===== src/rtl/isa_pkg.sv =====
// Shared ISA constants for the 16-bit MIPS datapath (opcode map, formats, loader error codes).
// Latency: n/a (package only).
// Backpressure: n/a.
// Contents: opcode constants, instruction format enum, err_code constants, opcode->format helper.
package isa_pkg;

  localparam logic [3:0] OP_NOP     = 4'h0;
  localparam logic [3:0] OP_R_FIRST = 4'h1;
  localparam logic [3:0] OP_R_LAST  = 4'h8;
  localparam logic [3:0] OP_ADDI    = 4'h9;
  localparam logic [3:0] OP_LOAD    = 4'hA;
  localparam logic [3:0] OP_STORE   = 4'hB;
  localparam logic [3:0] OP_BR      = 4'hC;
  localparam logic [3:0] OP_JMP     = 4'hD;

  typedef enum logic [2:0] {
    FMT_NOP,
    FMT_R,
    FMT_I,
    FMT_B,
    FMT_J,
    FMT_ILL
  } fmt_e;

  localparam logic [1:0] ERR_NONE       = 2'b00;
  localparam logic [1:0] ERR_ILLEGAL_OP = 2'b01;
  localparam logic [1:0] ERR_IMM_RANGE  = 2'b10;
  localparam logic [1:0] ERR_ADDR_OVF   = 2'b11;

  function automatic fmt_e op_format(input logic [3:0] op);
    fmt_e f;
    if (op == OP_NOP)
      f = FMT_NOP;
    else if (op >= OP_R_FIRST && op <= OP_R_LAST)
      f = FMT_R;
    else if (op == OP_ADDI || op == OP_LOAD || op == OP_STORE)
      f = FMT_I;
    else if (op == OP_BR)
      f = FMT_B;
    else if (op == OP_JMP)
      f = FMT_J;
    else
      f = FMT_ILL;
    return f;
  endfunction

endpackage


===== src/rtl/instr_field_packer.sv =====
// Packs decoded instruction fields into a 16-bit word and flags illegal bundles.
// Latency: combinational.
// Backpressure: none (pure function of its inputs).
// Ports: opcode/a/b/c/imm in; word, legal, err_code out (err_code is ERR_NONE when legal).
module instr_field_packer
  import isa_pkg::*;
(
  input  logic [3:0]  opcode,
  input  logic [2:0]  a,
  input  logic [2:0]  b,
  input  logic [2:0]  c,
  input  logic [11:0] imm,
  output logic [15:0] word,
  output logic        legal,
  output logic [1:0]  err_code
);

  fmt_e fmt;
  logic imm6_ok;

  assign fmt = op_format(opcode);
  // imm fits a signed 6-bit field only when bits [11:5] are a pure sign extension
  assign imm6_ok = (imm[11:5] == 7'h00) || (imm[11:5] == 7'h7F);

  always_comb begin
    word     = 16'h0000;
    legal    = 1'b1;
    err_code = ERR_NONE;
    case (fmt)
      FMT_NOP: word = 16'h0000;
      FMT_R:   word = {opcode, a, b, c, 3'b000};
      FMT_I, FMT_B: begin
        word = {opcode, a, b, imm[5:0]};
        if (!imm6_ok) begin
          legal    = 1'b0;
          err_code = ERR_IMM_RANGE;
        end
      end
      FMT_J:   word = {opcode, imm};
      default: begin
        legal    = 1'b0;
        err_code = ERR_ILLEGAL_OP;
      end
    endcase
  end

endmodule


===== src/rtl/instr_stream_encoder.sv =====
// Loads a stream of field bundles into instruction memory as encoded words, stalling the core meanwhile.
// Latency: handshake in N -> imem_we in N+1 -> fld_ready again in N+2 (one word per 2 cycles).
// Backpressure: fld_ready is low outside LOAD, so bundles are only taken one at a time inside a session.
// Ports: clk/rst_n; start/base_addr session control; fld_* valid/ready bundle in;
//        imem_we/addr/wdata write port; cpu_hold, done pulse, sticky err/err_code, wr_count.
module instr_stream_encoder
  import isa_pkg::*;
#(
  parameter int ADDR_W = 8
) (
  input  logic              clk,
  input  logic              rst_n,
  input  logic              start,
  input  logic [ADDR_W-1:0] base_addr,
  input  logic              fld_valid,
  output logic              fld_ready,
  input  logic [3:0]        fld_opcode,
  input  logic [2:0]        fld_a,
  input  logic [2:0]        fld_b,
  input  logic [2:0]        fld_c,
  input  logic [11:0]       fld_imm,
  input  logic              fld_last,
  output logic              imem_we,
  output logic [ADDR_W-1:0] imem_addr,
  output logic [15:0]       imem_wdata,
  output logic              cpu_hold,
  output logic              done,
  output logic              err,
  output logic [1:0]        err_code,
  output logic [ADDR_W:0]   wr_count
);

  typedef enum logic [2:0] {
    S_IDLE,
    S_LOAD,
    S_WRITE,
    S_DONE,
    S_ERR
  } state_e;

  localparam logic [ADDR_W:0]   CNT_ONE  = (ADDR_W+1)'(1);
  localparam logic [ADDR_W-1:0] ADDR_ONE = ADDR_W'(1);

  state_e      state;
  logic        last_q;
  logic [15:0] pk_word;
  logic        pk_legal;
  logic [1:0]  pk_code;

  instr_field_packer u_packer (
    .opcode   (fld_opcode),
    .a        (fld_a),
    .b        (fld_b),
    .c        (fld_c),
    .imm      (fld_imm),
    .word     (pk_word),
    .legal    (pk_legal),
    .err_code (pk_code)
  );

  always_ff @(posedge clk or negedge rst_n) begin
    if (!rst_n) begin
      state      <= S_IDLE;
      last_q     <= 1'b0;
      fld_ready  <= 1'b0;
      imem_we    <= 1'b0;
      imem_addr  <= '0;
      imem_wdata <= 16'h0000;
      cpu_hold   <= 1'b0;
      done       <= 1'b0;
      err        <= 1'b0;
      err_code   <= ERR_NONE;
      wr_count   <= '0;
    end else begin
      case (state)
        S_IDLE, S_DONE, S_ERR: begin
          done <= 1'b0;
          if (start) begin
            state     <= S_LOAD;
            imem_addr <= base_addr;
            wr_count  <= '0;
            err       <= 1'b0;
            err_code  <= ERR_NONE;
            cpu_hold  <= 1'b1;
            fld_ready <= 1'b1;
          end
        end
        S_LOAD: begin
          if (fld_valid && fld_ready) begin
            fld_ready <= 1'b0;
            last_q    <= fld_last;
            if (pk_legal) begin
              imem_wdata <= pk_word;
              imem_we    <= 1'b1;
              state      <= S_WRITE;
            end else begin
              err      <= 1'b1;
              err_code <= pk_code;
              state    <= S_ERR;
            end
          end
        end
        S_WRITE: begin
          imem_we  <= 1'b0;
          wr_count <= wr_count + CNT_ONE;
          if (last_q) begin
            state    <= S_DONE;
            done     <= 1'b1;
            cpu_hold <= 1'b0;
          end else if (imem_addr == {ADDR_W{1'b1}}) begin
            // top of memory reached with more words pending: abort rather than wrap
            err      <= 1'b1;
            err_code <= ERR_ADDR_OVF;
            state    <= S_ERR;
          end else begin
            imem_addr <= imem_addr + ADDR_ONE;
            fld_ready <= 1'b1;
            state     <= S_LOAD;
          end
        end
        default: state <= S_IDLE;
      endcase
    end
  end

endmodule


===== config.mk =====
export PLATFORM = sky130hd
export DESIGN_NAME = instr_stream_encoder
export DESIGN_NICKNAME = d
export VERILOG_FILES = /design/src/rtl/isa_pkg.sv /design/src/rtl/instr_field_packer.sv /design/src/rtl/instr_stream_encoder.sv
export SDC_FILE = /design/constraint.sdc
export NUM_CORES = 1
export LEC_CHECK = 0
export CORE_ASPECT_RATIO = 0.6
export CORE_MARGIN = 2
export CORE_UTILIZATION = 43
export DETAILED_ROUTE_END_ITERATION = 6
export GPL_ROUTABILITY_DRIVEN = 0
export HOLD_SLACK_MARGIN = 0.08
export PLACE_DENSITY_LB_ADDON = 0.3
export REMOVE_ABC_BUFFERS = 1
export SETUP_SLACK_MARGIN = 0.02
export SLEW_MARGIN = 15
export SYNTH_ARGS = -nofsm -noshare
export SYNTH_HDL_FRONTEND = slang
export SYNTH_HIERARCHICAL = 1
export SYNTH_SLANG_ARGS = --single-unit

===== constraint.sdc =====
create_clock -name clk -period 1.6 [get_ports clk]
set_input_delay 0.4 -clock clk [delete_from_list [all_inputs] [get_ports clk]]
set_output_delay 0.4 -clock clk [all_outputs]
set_load 0.01 [all_outputs]

==> results_dict.tcl <==
set metrics [dict create \
    yosysMostFrequentCell "dfrtp_1" \
    synthTopCellsByArea "dfrtp_1 (42%), a21oi_1 (5.1%), mux2_4 (5.1%), o21ai_0 (4.7%), nand2_1 (4.1%)" \
    cts_tree "yes" \
    rsz0062_at_grt "true" \
    drc 0 \
    syn-cell-area_sq_mm 0.00264 \
    setup_viol 30 \
    layout-drive-gt1-share 0.360 \
    worst_slew_pin_slew_ns 0.380 \
    relSlewSlack 0.746 \
    grt_pass1_wl_microns 12700 \
    ys.flop_type "dfrtp_1" \
    nFillCells 423 \
    num_antenna_cells 0 \
    drv_cap 0 \
    finalCriticalPeriod_ns 1.77 \
    grt_usage 0.236 \
    slowest_delay_ns 0.44 \
    arrival_ns 1.95 \
    dr.pass1.iters 4 \
    dpl.cell_count 479 \
    grt_max_degree 25 \
    pwr-share-clk 0.119 \
    utilization 0.710 \
    grt_antenna_before_repair 0 \
    startpoint_type "flip-flop" \
    dp_hpwl_microns 5370 \
    p_switching_w 0.00266 \
    ant_nets 0 \
    yosysWarnings 6 \
    power_leakage_nw 2.03 \
    vias 2739 \
    dieHeight_microns 64.7 \
    cp.required_ns 1.78 \
    cts_num_sinks 44 \
    fmax_ghz 0.566 \
    globalRouteOverflowTotal 0 \
    ys_seq_area_frac 0.416 \
    cp_max_fo 5 \
    avgSynthCellArea_sq_um 9.31 \
    path_cells "or3_4 > nor2_4 > nand2_4 > buf_6 > buf_12 > mux2_4" \
    crit_slowest_cell "dfrtp_1" \
    yosys-top-cells-count "dfrtp_1 (44), nand2_1 (29), a21oi_1 (27)" \
    hold_path_class "flip-flop to flip-flop" \
    drtIter0Drc 200 \
    final_area_sq_mm 0.00428 \
    port-buffer-count 77 \
    fin_crit_sh 1.10 \
    p_per_area_mw_per_mm2 1590 \
    vias_per_cell 5.47 \
    synth_top_cell_area_share 0.416 \
    multi_input_area_sq_mm 0.00167 \
    finalNetCount 458 \
    p_int_w 0.00416 \
    switching_share 0.390 \
    drt-wirelength-per-cell_microns 16.6 \
    hold_viol_final 0 \
    endpoint_kind "flip-flop" \
    hold_slack_ns 0.480 \
    status "finished, violations left" \
    skew_ns 0.00112 \
    violations "setup timing" \
    rrSetupSlack_ns -0.17 \
    core-area_sq_mm 0.00603 \
    cts-root-buf "clkbuf_8" \
    synthCells 284 \
    seq_area_sq_mm 0.00110 \
    cts_max_path_buffers 2 \
    drv_slew 0 \
    htree_levels 2 \
    crit_type "flip-flop to flip-flop" \
    wl_microns 8320 \
    fin_cells 501 \
    pre_cts_slack_ns -0.801 \
    seqPwrFrac 0.269 \
    ys_seq_elements 44 \
    syn_to_final_growth_pct 61.9 \
    die_area_sq_mm 0.00681 \
    row_count 22 \
    start_util 0.439 \
    synth.distinct_cells 53 \
    clk_pin_slew_ns 0.08 \
    async_flop_share 1.00 \
    clk_latency_ns 0.29 \
    pwr-share-comb 0.613 \
    die_w_microns 105 \
    pin_count 78 \
    place_area_sq_mm 0.00381 \
    irDropWorstVdd_v 0.000974 \
    synth-edff-count 0 \
    cts-buffers-inserted 5 \
    worst_slack_ns -0.167 \
    grt_pass1_vias 2615 \
    yosysTopAreaCell "dfrtp_1" \
]
==> power groups by stage <==
stage / clock, W / combinational [W] / sequential, W
after global placement: 0 / 0.00338 / 0.00184
after global routing: 0.000876 / 0.00444 / 0.00188
after detailed placement: 0 / 0.00346 / 0.00185
after floorplan: 0 / 0.00135 / 0.00206
after CTS: 0.000821 / 0.00376 / 0.00181
final: 0.000809 / 0.00418 / 0.00183
==> cell type report <==
cell class                 count  area share
clock buffer                   5      0.0161
tap                           84      0.0246
timing repair buffer         142       0.294
inverter                      11     0.00965
multi-input combinational    214       0.391
sequential                    44       0.258
clock inverter                 1     0.00702
==> layout by cell type, fill, tap and decap left out, types with 5 or more instances in the layout <==
| master | netlist | layout |
|---|---|---|
| nand2_1 | 29 | 27 |
| nor2_1 | 22 | 18 |
| nand2b_1 | 6 | 5 |
| a21oi_1 | 27 | 15 |
| and3_1 | 11 | 9 |
| mux2_4 | 9 | 14 |
| a211o_1 | 6 | 6 |
| dfrtp_1 | 44 | 43 |
| a21oi_2 | 3 | 12 |
| buf_4 | 2 | 53 |
| inv_1 | 10 | 10 |
| clkbuf_8 | 0 | 5 |
| nand3_1 | 8 | 8 |
| buf_6 | 3 | 10 |
| o21ai_0 | 25 | 18 |
| dlygate4sd2_1 | 0 | 43 |
| o21ai_1 | 0 | 7 |
| buf_2 | 7 | 6 |
| clkdlybuf4s50_1 | 0 | 24 |
==> metrics by stage <==
| step | setup TNS, ns | total power [W] |
|---|---|---|
| 2_1_floorplan | -11.42 | 0.00341 |
| 3_3_place_gp | -19.41 | 0.00522 |
| 3_5_place_dp | -20.81 | 0.00530 |
| 4_1_cts | -2.29 | 0.00639 |
| 5_1_grt | -4.17 | 0.00720 |
| 6_report | -2.47 | 0.00682 |
==> path summary, 6_finish.rpt <==
kind                          start        endpoint  depth (start not counted)
max reg2reg                state[1]  imem_wdata[10]                          6
max                        state[1]  imem_wdata[10]                          6
min in group asynchronous     rst_n   imem_wdata[8]                          2
min reg2reg                cpu_hold        cpu_hold                          2
min                        cpu_hold        cpu_hold                          2
max in group asynchronous     rst_n    imem_addr[7]                          3
==> cell families after synthesis <==
family,Yosys count,synth area share
AOI/OAI and AO/OA,87,0.213
buffers and inverters,27,0.0592
muxes,19,0.0928
DFF,44,0.416
xor gates and xnor gates,2,0.00663
adders and majority gates,2,0.00946
and+or+nand+nor,103,0.202
==> sequential cells by signal, summed over array words and instances (netlist names) <==
signal      count
done            1
err             1
cpu_hold        1
imem_we         1
imem_addr       8
fld_ready       1
err_code        2
imem_wdata     16
state           3
wr_count        9
last_q          1
==> routing by layer <==
| metal | up-vias | track usage | wire length [microns] |
|---|---|---|---|
| li1 | 1304 | - | - |
| met1 | 1326 | 0.349 | 4000 |
| met2 | 98 | 0.361 | 3660 |
| met3 | 11 | 0.0412 | 549 |
| met4 | 0 | 0.0533 | 108 |
| met5 | - | 0 | 0 |
==> worst max-delay path, delay by kind of cell (launching register included) <==
kind,cells,cell delay [ns]
and+or+nand+nor,3,0.65
DFF,1,0.44
buffers and inverters,2,0.25
muxes,1,0.30
==> timing repair <==
action                     in CTS  in global routing
cloned                          2                  1
buffers inserted               11                  3
pin swaps                      16                 14
hold endpoints to repair        9                  0
setup endpoints to repair      76                 42
hold buffers                    1                  0
resized for setup             125                 30
Power figures use the tool's default switching activity.
==> RTL change 1, RTL diff (same settings) <==
Register the output `wr_count` once more, with the module's reset; this adds one clock of latency there. The other outputs are not delayed to match.
--- a/src/rtl/instr_stream_encoder.sv
+++ b/src/rtl/instr_stream_encoder.sv
@@ -43,2 +43,4 @@
 
+  logic [ADDR_W:0] wr_count_s0;
+
   state_e      state;
@@ -72,3 +74,3 @@
       err_code   <= ERR_NONE;
-      wr_count   <= '0;
+      wr_count_s0 <= '0;
     end else begin
@@ -80,3 +82,3 @@
             imem_addr <= base_addr;
-            wr_count  <= '0;
+            wr_count_s0 <= '0;
             err       <= 1'b0;
@@ -104,3 +106,3 @@
           imem_we  <= 1'b0;
-          wr_count <= wr_count + CNT_ONE;
+          wr_count_s0 <= wr_count_s0 + CNT_ONE;
           if (last_q) begin
@@ -125,2 +127,10 @@
 
+  always_ff @(posedge clk or negedge rst_n) begin
+    if (!rst_n) begin
+      wr_count <= '0;
+    end else begin
+      wr_count <= wr_count_s0;
+    end
+  end
+
 endmodule
Behaviour: not the same (Yosys sat finds a counterexample within 4 cycles, from zero or initial values and one cycle with rst_n low).
==> RTL change 1 against the unedited design <==
- the run still ends with negative setup slack left
- sequential cell count grew 9
- global-route usage decreased by 0.14 points
- non-clock buffer count fell by 1
- cell area increased by 6.2%
- total power fell by 7.6%
- wire length is 15% higher
- worst setup slack lost 0.023 ns
- synthesized area rose by 8.7%
- critical endpoint is now imem_wdata[14]$_DFFE_PN0P_
- largest power group unchanged
==> RTL change 1: results (changes against the unedited design) <==
fin worst setup slack -0.1901 ns (-0.02310 ns); clk slew on worst S/H paths 0.10 ns (+0.02 ns); Final TNS setup -3.242 ns (-0.7682 ns); DR WL/cell 18.56 µm (+12%); most frequent cells after synthesis 53 x dfrtp_1, 27 x a21oi_1, 25 x nand2_1; Pleak 2.164 nW (+6.4%); gr usage total 23.48% (-0.14 points); Final #Nets 466 (+1.7%); clk buf depth 2 (unchanged); Slew HR 71.53% (-3.1 points); vias in the first global route 2,639 (+0.92%); Net Sw Power 0.002486 W (-6.5%); Seq/Total Area, Yosys 46.17% (+4.5 points); Cell Count, Final, Fillers Out 514 (+2.6%); worst slack, placed -0.8131 ns (-0.01220 ns); via density per instance 5.907 (+8.0%); largest net degree at the start of global routing 54 (+120%); worst-skew pair later-pin latency 0.31 ns (+0.02 ns); worst vdd ir 0.7392 mV (-24%); final setup fails 32 (+6.7%); Worst Path Arrival 1.99 ns (+0.04 ns); Worst path top cell family by delay simple AND/OR/NAND/NOR gates; failing checks negative setup slack; htree depth 2 (unchanged); Mapped Cells 296 (+4.2%); first-pass GRT wire length 13,140 µm (+3.1%); placed cell count 488 (+1.9%); status finished, violations left; Pre-antenna DRT Iters 5 (+1); slowest stage cell, crit path dfrtp_1; Area after DPL 0.004005 mm² (+5.1%); number of buffers added on ports 77 (unchanged); Worst Clk Skew 0.005080 ns (+0.003964 ns); final HPWL from detailed placement 5655 µm (+5.3%); total CTS buffers 5 (unchanged); Post-synth ARST share 100.0% (unchanged); antenna violations before repair 0 (unchanged); CP max FO 4 (-1); max incr delay on CP 0.47 ns (+0.03 ns); Hold WC Path Type flip-flop to flip-flop; fill count 488 (+15%); biggest regs imem_wdata (16), wr_count (9), wr_count_s0 (9); DR iter-0 viols 310 (+55%); Yosys warnings 6 (unchanged); ant diodes 0 (unchanged); layout cells sized above 1 35.60% (-0.37 points); Synth cell types 51 (-3.8%); Root Buffer clkbuf_8; largest cells by area after synthesis dfrtp_1 46%, mux2_2 7.1%, a21oi_1 4.7%; area grow syn2layout 58.14%
[RTL change 1: worst register-to-register path: cells and delay by family (launching register included)]
| kind | cells | cell delay (ns) |
|---|---|---|
| flip-flops | 1 | 0.47 |
| buffers and inverters | 2 | 0.27 |
| multiplexers | 1 | 0.29 |
| AND/OR/NAND/NOR | 3 | 0.66 |
[RTL change 1: path summary, 6_finish.rpt]
| check | start | end | slack (ns) | depth (start not counted) |
|---|---|---|---|---|
| min reg2reg | wr_count_s0[8]$_DFFE_PN0P_ | wr_count[8]$_DFF_PN0_ | 0.42 | 0 |
| min in group asynchronous | rst_n | imem_wdata[9]$_DFFE_PN0P_ | 0.61 | 3 |
| min | wr_count_s0[8]$_DFFE_PN0P_ | wr_count[8]$_DFF_PN0_ | 0.42 | 0 |
| max reg2reg | state[1]$_DFFE_PN0P_ | imem_wdata[14]$_DFFE_PN0P_ | -0.19 | 6 |
| max in group asynchronous | rst_n | imem_addr[4]$_DFFE_PN0P_ | 0.74 | 3 |
| max | state[1]$_DFFE_PN0P_ | imem_wdata[14]$_DFFE_PN0P_ | -0.19 | 6 |
[RTL change 1: routing by layer]
metal	track usage [%]	wire length [µm]
met4	4.114	361
met3	4.826	766
met5	0	0
met1	33.68	4139
met2	37.42	4270
[RTL change 1: kinds of logic (layout without fill, tap and decap cells)]
| logic type | after synthesis | count (layout) | synth area share (%) |
|---|---|---|---|
| adders and majority gates | 2 | 2 | 0.8709 |
| buffers and inverters | 32 | 163 | 5.923 |
| and+or+nand+nor | 98 | 98 | 18.12 |
| xor gates and xnor gates | 2 | 2 | 0.6099 |
| DFF | 53 | 53 | 46.17 |
| muxes | 21 | 21 | 8.101 |
| AOI/OAI and AO/OA | 88 | 88 | 20.21 |
[RTL change 1: timing repair]
item | CTS | global route
setup buffers | 14 | 4
cloned | 2 | 2
endpoints found under the hold margin | 19 | 0
resized for setup | 116 | 56
pin swaps | 21 | 19
endpoints found under the setup margin | 64 | 47
hold buffers | 1 | 0
[RTL change 1: power groups by stage]
| stage | registers (W) | logic (W) | clock network (W) |
|---|---|---|---|
| finish | 0.00205 | 0.00345 | 0.000793 |
| CTS | 0.00202 | 0.00307 | 0.000811 |
| detailed placement | 0.00213 | 0.00286 | 0 |
| global placement | 0.00212 | 0.00280 | 0 |
| global route | 0.00210 | 0.00365 | 0.000864 |
| floorplan | 0.00232 | 0.00101 | 0 |
[RTL change 1: final cells by class]
type	instances	area (µm²)	share of cell area [%]
inverters	14	52.55	1.157
clock buffers	5	68.82	1.515
flip-flops and latches	53	1334	29.36
well taps	87	108.9	2.396
multi-input cells	211	1660	36.55
repair buffers	141	1294	28.48
clock inverters	3	25.02	0.5508
==> RTL change 2, RTL diff (same flow settings) <==
Made on the original files. Set the parameter `ADDR_W` to 9 (it was 8).
--- a/src/rtl/instr_stream_encoder.sv
+++ b/src/rtl/instr_stream_encoder.sv
@@ -8,3 +8,3 @@
 #(
-  parameter int ADDR_W = 8
+  parameter int ADDR_W = 9
 ) (
Ports: changed (resized base_addr, imem_addr and wr_count); port bits go from 78 to 81. The function was not compared with the original's and may differ.
==> RTL change 2 against the unedited design <==
- the flow still finishes with violations (negative setup slack)
- sequential cell count rose by 2
- worst setup slack got worse by 0.076 ns
- global-route usage rose by 0.85 points
- highest routed layer unchanged
- via count rose by 4.1%
- cell area rose by 4.2%
- synthesized cell count rose by 1.8%
- largest power group unchanged
- wire length rose by 6.0%
- final cell count rose by 4.4%
- synthesized area rose by 3.1%
- total power rose by 2.1%
- clock skew rose by 0.011 ns
==> RTL change 2: results (changes against the unedited design) <==
register area 0.001154 mm² (+4.7%); vias 2,850 (+4.1%); cts hold-fix bufs 1 (unchanged); first-pass GRT wire length 13,540 µm (+6.2%); layout cells sized above 1 37.36% (+1.4 points); CP max FO 3 (-2); most frequent cells after synthesis 46 x dfrtp_1, 32 x nand2_1, 31 x a21oi_1; final HPWL from detailed placement 5679 µm (+5.8%); Synth cell types 50 (-5.7%); Cell Count, Final, Fillers Out 523 (+4.4%); Inverters 12 (+1); Resize count post-CTS 116 (-7.2%); Clock Power Share 10.8% (-1.1 points); worst vdd ir 0.8006 mV (-18%); clk buf depth 2 (unchanged); GR Util met1 36.27% (+1.3 points); postcts setup bufs 16 (+5); DRT Wirelength 8815 µm (+6.0%); Final #Nets 480 (+4.8%); status finished, violations left; Seq/Total Area, Yosys 42.24% (+0.59 points); failing checks negative setup slack; slew at the pin closest to its max-slew limit 0.3610 ns (-0.01946 ns); biggest regs imem_wdata (16), wr_count (10), imem_addr (9); CP startpoint imem_addr[0]$_DFFE_PN0P_; DR iter-0 viols 196 (-2.0%); area of the multi-input gates 0.001648 mm² (-1.4%); fill count 437 (+3.3%); worst reg-to-reg path cell count 7 (+1); largest net degree at the start of global routing 47 (+88%); Multi-Input Combinational 214 (unchanged); Worst path top cell family by delay compound AO/OA/AOI/OAI gates; number of buffers added on ports 80 (+3.9%); final setup fails 31 (+3.3%); Buffers excl. clock 159 (+12%); Worst Path Arrival 2.06 ns (+0.11 ns); Mapped Cells 289 (+1.8%); gr usage total 24.47% (+0.85 points); Pleak 2.117 nW (+4.1%); hold path depth 2 (unchanged); num sequential 46 (+4.5%); vias in the first global route 2,808 (+7.4%); P_clk 0.000751 W (-7.2%); largest cells by area after synthesis dfrtp_1 42%, mux2_2 7.0%, a21oi_1 5.7%; clk slew on worst S/H paths 0.10 ns (+0.02 ns); buffer share of cell area 31.75% (+2.3 points); fin worst setup slack -0.2433 ns (-0.07637 ns); Worst Clk Skew 0.01168 ns (+0.01056 ns); worst-skew pair later-pin latency 0.32 ns (+0.03 ns); clock network area share 2.021% (-0.29 points); Gate power share 61.0% (-0.3 points); placed cell count 493 (+2.9%); GR Util met3 5.357% (+1.2 points); met2 GRT Util 36.23% (+0.097 points); Pint 0.004202 W (+1.0%); Post-synth ARST share 100.0% (unchanged); worst slack, placed -0.7691 ns (+0.03176 ns)
## RTL change 2: cell count changes after synthesis, sizes merged, moves of 3 or more
cell / unedited run / this run
o21ai: 25 / 18
a2bb2oi: 5 / 0
nor2: 23 / 18
a21oi: 30 / 34
a31oi: 2 / 6
and3: 11 / 8
buf: 13 / 16
nor3: 4 / 1
o22ai: 0 / 3
## RTL change 2: cell families after synthesis
kind of cell	count (synthesis)	synth area share, %
AND/OR/NAND/NOR	100	19.47
flip-flops	46	42.24
multiplexers	21	8.677
adder cells (fa/ha/maj)	3	1.378
buffers and inverters	29	6.152
XOR/XNOR	1	0.3215
AO/OA/AOI/OAI	89	21.76
## RTL change 2: per-stage QoR
stage	setup TNS, ns	utilization, %	instance area (µm²)	hold slack, ns
final	-3.438	72.93	4457	0.4770
after floorplan	-12.97	-	2603	0.1044
after detailed placement	-21.58	64.74	3956	0.4059
after global placement	-20.16	64.74	3956	0.4013
after CTS	-4.252	70.02	4279	0.4865
after global routing	-5.331	72.93	4457	0.4968
## RTL change 2: metal layers
| metal | wire length, µm | up-vias |
|---|---|---|
| li1 | - | 1341 |
| met5 | 0 | - |
| met3 | 470 | 15 |
| met2 | 3906 | 100 |
| met4 | 129 | 0 |
| met1 | 4308 | 1394 |
## RTL change 2: path summary, 6_finish.rpt
check                                             endpoint
max in group asynchronous             state[0]$_DFFE_PN0P_
worst max register to register    imem_addr[0]$_DFFE_PN0P_
min in group asynchronous       imem_wdata[11]$_DFFE_PN0P_
worst min register to register        cpu_hold$_DFFE_PN0P_
worst max-delay path              imem_addr[0]$_DFFE_PN0P_
worst min-delay path                  cpu_hold$_DFFE_PN0P_
## RTL change 2: worst min-delay path, delay by kind of cell, from the launching register on
family	cells	cell delay, ns
and+or+nand+nor	2	0.11
DFF	1	0.35
